`src/rtl/sar_phase_voter_if.sv`:
```
// Phase-detector inputs and SAR decision outputs of the phase voter.
// COMP is meaningful to the SAR only in the cycle where step=1; there is no back-pressure.
interface sar_phase_voter_if;
  logic lead;
  logic lag;
  logic start;
  logic COMP;
  logic step;
  logic busy;
  logic done;
  logic locked;

  modport master (
    output lead, lag, start,
    input  COMP, step, busy, done, locked
  );

  modport slave (
    input  lead, lag, start,
    output COMP, step, busy, done, locked
  );
endinterface

```
`src/rtl/sar_phase_voter.sv`:
```
// Integrates bang-bang PD lead/lag over fixed windows and issues one COMP decision
// per SAR bit, then keeps voting in tracking mode to report lock.
module sar_phase_voter #(
  parameter int WIN_LOG2   = 3,
  parameter int SETTLE_CYC = 4,
  parameter int NBITS      = 10,
  parameter int TOL        = 1,
  parameter int LOCK_CNT   = 4
) (
  input  logic               clk4,
  input  logic               rst_n,
  sar_phase_voter_if.slave   bus,
  output logic [2:0]         dbg_state
);

  localparam int SW    = WIN_LOG2 + 2;
  localparam int SET_W = $clog2(SETTLE_CYC + 1);
  localparam int BIT_W = $clog2(NBITS + 1);
  localparam int BAL_W = $clog2(LOCK_CNT + 1);

  localparam logic [WIN_LOG2-1:0] WIN_LAST = '1;
  localparam logic [SET_W-1:0]    SET_LAST = SET_W'(SETTLE_CYC - 1);
  localparam logic [BIT_W-1:0]    BIT_INIT = BIT_W'(NBITS);
  localparam logic [BAL_W-1:0]    BAL_SAT  = BAL_W'(LOCK_CNT);
  localparam logic signed [SW-1:0] TOL_P   = SW'(TOL);
  localparam logic signed [SW-1:0] TOL_N   = SW'(-TOL);

  typedef enum logic [2:0] {
    S_IDLE   = 3'd0,
    S_ACCUM  = 3'd1,
    S_DECIDE = 3'd2,
    S_SETTLE = 3'd3,
    S_TRACK  = 3'd4
  } state_t;

  state_t                 state_q, state_d;
  logic signed [SW-1:0]   score_q, score_d;
  logic [WIN_LOG2-1:0]    win_q, win_d;
  logic [SET_W-1:0]       set_q, set_d;
  logic [BIT_W-1:0]       bit_q, bit_d;
  logic [BAL_W-1:0]       bal_q, bal_d;
  logic                   comp_q, comp_d;
  logic                   step_q, step_d;
  logic                   busy_q, busy_d;
  logic                   done_q, done_d;
  logic                   locked_q, locked_d;

  logic signed [SW-1:0]   delta;
  logic signed [SW-1:0]   score_acc;
  logic                   balanced;
  logic [BAL_W-1:0]       bal_inc;

  // Disagreeing PD outputs vote; agreeing ones (both or neither) carry no information.
  assign delta     = (bus.lead && !bus.lag) ? SW'(1) :
                     (bus.lag && !bus.lead) ? SW'(-1) : SW'(0);
  assign score_acc = score_q + delta;
  assign balanced  = (score_acc <= TOL_P) && (score_acc >= TOL_N);
  assign bal_inc   = (bal_q == BAL_SAT) ? bal_q : bal_q + 1'b1;

  always_ff @(posedge clk4 or negedge rst_n) begin
    if (!rst_n) begin
      state_q  <= S_IDLE;
      score_q  <= '0;
      win_q    <= '0;
      set_q    <= '0;
      bit_q    <= BIT_INIT;
      bal_q    <= '0;
      comp_q   <= 1'b1;
      step_q   <= 1'b0;
      busy_q   <= 1'b0;
      done_q   <= 1'b0;
      locked_q <= 1'b0;
    end else begin
      state_q  <= state_d;
      score_q  <= score_d;
      win_q    <= win_d;
      set_q    <= set_d;
      bit_q    <= bit_d;
      bal_q    <= bal_d;
      comp_q   <= comp_d;
      step_q   <= step_d;
      busy_q   <= busy_d;
      done_q   <= done_d;
      locked_q <= locked_d;
    end
  end

  always_comb begin
    state_d  = state_q;
    score_d  = score_q;
    win_d    = win_q;
    set_d    = set_q;
    bit_d    = bit_q;
    bal_d    = bal_q;
    comp_d   = comp_q;
    step_d   = 1'b0;
    busy_d   = busy_q;
    done_d   = done_q;
    locked_d = locked_q;

    case (state_q)
      S_IDLE: begin
        if (bus.start) begin
          state_d = S_ACCUM;
          score_d = '0;
          win_d   = '0;
          bit_d   = BIT_INIT;
          busy_d  = 1'b1;
        end
      end
      S_ACCUM: begin
        score_d = score_acc;
        win_d   = win_q + 1'b1;
        if (win_q == WIN_LAST) state_d = S_DECIDE;
      end
      S_DECIDE: begin
        comp_d  = ~score_q[SW-1];
        step_d  = 1'b1;
        bit_d   = bit_q - 1'b1;
        score_d = '0;
        set_d   = '0;
        if (bit_q == BIT_W'(1)) begin
          state_d = S_TRACK;
          busy_d  = 1'b0;
          done_d  = 1'b1;
        end else begin
          state_d = S_SETTLE;
        end
      end
      S_SETTLE: begin
        set_d = set_q + 1'b1;
        if (set_q == SET_LAST) state_d = S_ACCUM;
      end
      S_TRACK: begin
        if (bus.start) begin
          state_d  = S_ACCUM;
          score_d  = '0;
          win_d    = '0;
          bit_d    = BIT_INIT;
          bal_d    = '0;
          busy_d   = 1'b1;
          done_d   = 1'b0;
          locked_d = 1'b0;
        end else begin
          score_d = score_acc;
          win_d   = win_q + 1'b1;
          // Window boundary: judge the window including this cycle's vote, then start fresh.
          if (win_q == WIN_LAST) begin
            score_d = '0;
            if (balanced) begin
              bal_d    = bal_inc;
              locked_d = (bal_inc == BAL_SAT);
            end else begin
              bal_d    = '0;
              locked_d = 1'b0;
            end
          end
        end
      end
      default: state_d = S_IDLE;
    endcase
  end

  assign bus.COMP   = comp_q;
  assign bus.step   = step_q;
  assign bus.busy   = busy_q;
  assign bus.done   = done_q;
  assign bus.locked = locked_q;
  assign dbg_state  = state_q;

endmodule

```
`src/flat_wrapper.sv`:
```
// flat-port wrapper written by rule: the top's interface ports become plain ports
module sar_phase_voter_flat 
#(
  parameter int WIN_LOG2   = 3,
  parameter int SETTLE_CYC = 4,
  parameter int NBITS      = 10,
  parameter int TOL        = 1,
  parameter int LOCK_CNT   = 4
)
  (clk4, rst_n, dbg_state, bus_lead, bus_lag, bus_start, bus_COMP, bus_step, bus_busy, bus_done, bus_locked);
  sar_phase_voter_if bus_i ();
  input  logic clk4;
  input  logic rst_n;
  output logic [2:0] dbg_state;
  input wire logic [$bits(bus_i.lead)-1:0] bus_lead;
  input wire logic [$bits(bus_i.lag)-1:0] bus_lag;
  input wire logic [$bits(bus_i.start)-1:0] bus_start;
  output wire logic [$bits(bus_i.COMP)-1:0] bus_COMP;
  output wire logic [$bits(bus_i.step)-1:0] bus_step;
  output wire logic [$bits(bus_i.busy)-1:0] bus_busy;
  output wire logic [$bits(bus_i.done)-1:0] bus_done;
  output wire logic [$bits(bus_i.locked)-1:0] bus_locked;
  assign bus_i.lead = bus_lead;
  assign bus_i.lag = bus_lag;
  assign bus_i.start = bus_start;
  assign bus_COMP = bus_i.COMP;
  assign bus_step = bus_i.step;
  assign bus_busy = bus_i.busy;
  assign bus_done = bus_i.done;
  assign bus_locked = bus_i.locked;
  sar_phase_voter #(.WIN_LOG2(WIN_LOG2), .SETTLE_CYC(SETTLE_CYC), .NBITS(NBITS), .TOL(TOL), .LOCK_CNT(LOCK_CNT)) u_core (.clk4(clk4), .rst_n(rst_n), .bus(bus_i), .dbg_state(dbg_state));
endmodule
```
`config.mk`:
```
export PLATFORM = sky130hd
export DESIGN_NAME = sar_phase_voter_flat
export DESIGN_NICKNAME = d
export VERILOG_FILES = /design/src/rtl/sar_phase_voter_if.sv /design/src/rtl/sar_phase_voter.sv /design/src/flat_wrapper.sv
export SDC_FILE = /design/constraint.sdc
export NUM_CORES = 1
export LEC_CHECK = 0
export CAP_MARGIN = 40
export CORE_MARGIN = 1
export CORE_UTILIZATION = 25
export DETAILED_ROUTE_END_ITERATION = 7
export GPL_TIMING_DRIVEN = 0
export MAX_ROUTING_LAYER = met4
export PLACE_DENSITY = 0.37
export REMOVE_ABC_BUFFERS = 1
export SLEW_MARGIN = 20
export SYNTH_ARGS = -nofsm -noshare
export SYNTH_HDL_FRONTEND = slang
export SYNTH_SLANG_ARGS = --single-unit
```
`constraint.sdc`:
```
create_clock -name clk4 -period 4.5 [get_ports clk4]
set_input_delay 0.9 -clock clk4 [delete_from_list [all_inputs] [get_ports clk4]]
set_output_delay 0.9 -clock clk4 [all_outputs]
set_load 0.05 [all_outputs]
```
==> results.yml <==
status:
  status: "completed"
critical_path:
  required_ps: 4710
  cp-start-kind: "primary input"
  critical_path_class: "primary input to flop"
  worstPathMaxFanout: 4
  crit_arrival_ps: 3820
  cp-end-kind: "flop"
clock_tree:
  cts-root-buf: "clkbuf_8"
  cts_max_path_buffers: 2
  cts_setup_buffers: 0
  clkTransAtPathRegs_ps: 100
  htree_levels: 1
  cts_tree: "built"
  clkSinkCount: 26
  hold_buffers: 0
  post_cts_resized: 0
  cts_buffers: 3
  clk_latency_ps: 280
global_route:
  overflow: 0
  grt.total_usage: 0.1167
  grt_max_degree: 27
  grt_pass1_vias: 1265
  grt_pass1_wl_mm: 6.244
  antenna_found_initial: 0
placement:
  hpwlAfterDp_mm: 2.658
  place.gp.congestion: 0.6907
  preCtsSetupSlack_ps: 629.6
  portBuffers: 12
logic_synthesis:
  ys_ff_latch: 26
  ys_types: 43
  ys_warn_count: 0
  synth_ff_type: "dfrtp_1"
  synth.top_cell.area_share: 0.3511
  syn_inst: 178
  netlist_top_cells_area: "dfrtp_1, ha_1, dfstp_2, nand2_1, o21ai_0"
  syn_area_um2: 1639
  avgSynthCellArea_um2: 9.208
  synthArstFlopShare: 1.000
  synth-edff-count: 0
  synth_top_cell_by_area: "dfrtp_1"
  yosysSeqAreaShare: 0.3992
power_and_ir_drop:
  ir_worst_vdd_uv: 242.7
  p_leak_nw: 0.7974
  power_density_nw_per_um2: 583.7
sta:
  timing.final.max_slew_violations: 0
  finalSetupViolations: 0
  hold_violations: 0
  hold_ws_ps: 489.2
  max_freq_mhz: 277.2
  tns_ps: 0
  fin_crit_sh: 0.8016
  finClkSkew_ps: 10.12
  rsz0062_at_grt: "false"
  max_slew_margin: 0.5276
  worstMarginPinSlew_ps: 701.2
  fin_crit_ps: 3607
  fin_ws_ps: 892.6
layout:
  final_cell_mix: "dfrtp_1, nand2_1, nor2_1"
  layout-drive-gt1-share: 0.09091
  fill_cells: 659
  final_common_cell: "dfrtp_1"
  antennaDiodeCount: 0
  nets: 205
  area_growth_pct: 14.12
die:
  dieArea_um2: 6884
  num_rows: 29
  die_w_um: 82.97
  start_util: 0.2581
  core_area_um2: 6350
  chipHeight_um: 82.97
  ios: 13
hold_path:
  hp-class: "flop to flop"
route:
  drt_first_pass_iters: 4
  avgViaCountPerCell: 5.015
  drc: 0
  drt_iter0_drc: 55
  wl_mm: 3.722
  antenna_left: 0
  wl_per_cell_um: 14.10
  vias: 1324
job:
  max_cap_viol_count: 0
==> final cells by class <==
type                    instances  area, um2  share of cell area
clock inverters                 1      30.03             0.01605
repair buffers                 12      115.1             0.06154
flip-flops and latches         26      654.4              0.3498
inverters                      13      48.80             0.02609
multi-input cells             132      884.6              0.4729
clock buffers                   3      41.29             0.02207
well taps                      77      96.34             0.05151
==> stage by stage <==
step | util | power (mW) | instances | instance area (um2)
2_1_floorplan | - | 0.7606 | 171 | 1588
3_3_place_gp | 0.2841 | 0.8780 | 260 | 1804
3_5_place_dp | 0.2834 | 0.8983 | 260 | 1799
4_1_cts | 0.2946 | 1.105 | 264 | 1871
5_1_grt | 0.2946 | 1.188 | 264 | 1871
6_report | 0.2946 | 1.092 | 264 | 1871
==> kinds of logic after synthesis <==
logic type | Yosys count | share of synthesized area
simple gates | 60 | 0.1847
compound gates | 52 | 0.2191
flops | 26 | 0.3992
buf+inv | 20 | 0.06107
fa+ha+maj | 12 | 0.09160
xor+xnor | 6 | 0.03207
mux | 2 | 0.01221
==> sequential cells by signal, summed over array words and instances, names as in the netlist <==
register and count:
u_core.bus.done 1, u_core.bus.COMP 1, u_core.bus.locked 1, u_core.set_q 3
u_core.bal_q 3, u_core.win_q 3, u_core.score_q 5, u_core.dbg_state 3
u_core.bus.busy 1, u_core.bus.step 1, u_core.bit_q 4
==> power by group <==
| part | internal (mW) | switching (mW) |
|---|---|---|
| logic | 0.207 | 0.265 |
| registers | 0.316 | 0.104 |
| clock network | 0.119 | 0.0807 |
| total | 0.642 | 0.450 |
==> synthesized netlist by cell type (all sizes together), types with 3 or more instances <==
library cell / number
xor2: 3
and3: 3
o21ai: 14
nand2: 21
clkbuf: 5
nor2b: 3
inv: 13
nor3: 3
nor2: 15
ha: 12
dfstp: 3
nand2b: 4
a22oi: 4
xnor2: 3
dfrtp: 23
a21oi: 13
and2: 3
a22o: 5
==> per-layer routing <==
layer,global-route usage,share of wire,vias to the layer above
met2,0.1885,0.48,18
met5,-,0,-
met3,0.01491,0.025,4
li1,-,-,655
met4,0.03762,0.012,0
met1,0.1519,0.48,647
==> critical path, stage by stage <==
cell             delay (ps)
clkdlybuf4s50_1         460
inv_1                    50
ha_1                    260
inv_1                    40
ha_1                    230
ha_1                    260
nor2b_1                 150
o32a_2                  340
and3_2                  210
a2111o_1                320
a2111oi_2               430
a221o_1                 170
==> worst paths after layout <==
| kind | depth (start not counted) | slack [ps] | start | end |
|---|---|---|---|---|
| max | 12 | 890 | bus_lead | u_core.bal_q[0]$_DFFE_PN0P_ |
| min | 2 | 490 | u_core.bus.COMP$_DFFE_PN1P_ | u_core.bus.COMP$_DFFE_PN1P_ |
| max reg2reg | 8 | 1900 | u_core.score_q[0]$_DFFE_PN0P_ | u_core.bal_q[0]$_DFFE_PN0P_ |
| min reg2reg | 2 | 490 | u_core.bus.COMP$_DFFE_PN1P_ | u_core.bus.COMP$_DFFE_PN1P_ |
| max in group asynchronous | 1 | 3470 | rst_n | u_core.score_q[3]$_DFFE_PN0P_ |
| min in group asynchronous | 1 | 620 | rst_n | u_core.dbg_state[2]$_DFFE_PN0P_ |
Power figures use the tool's default switching activity.
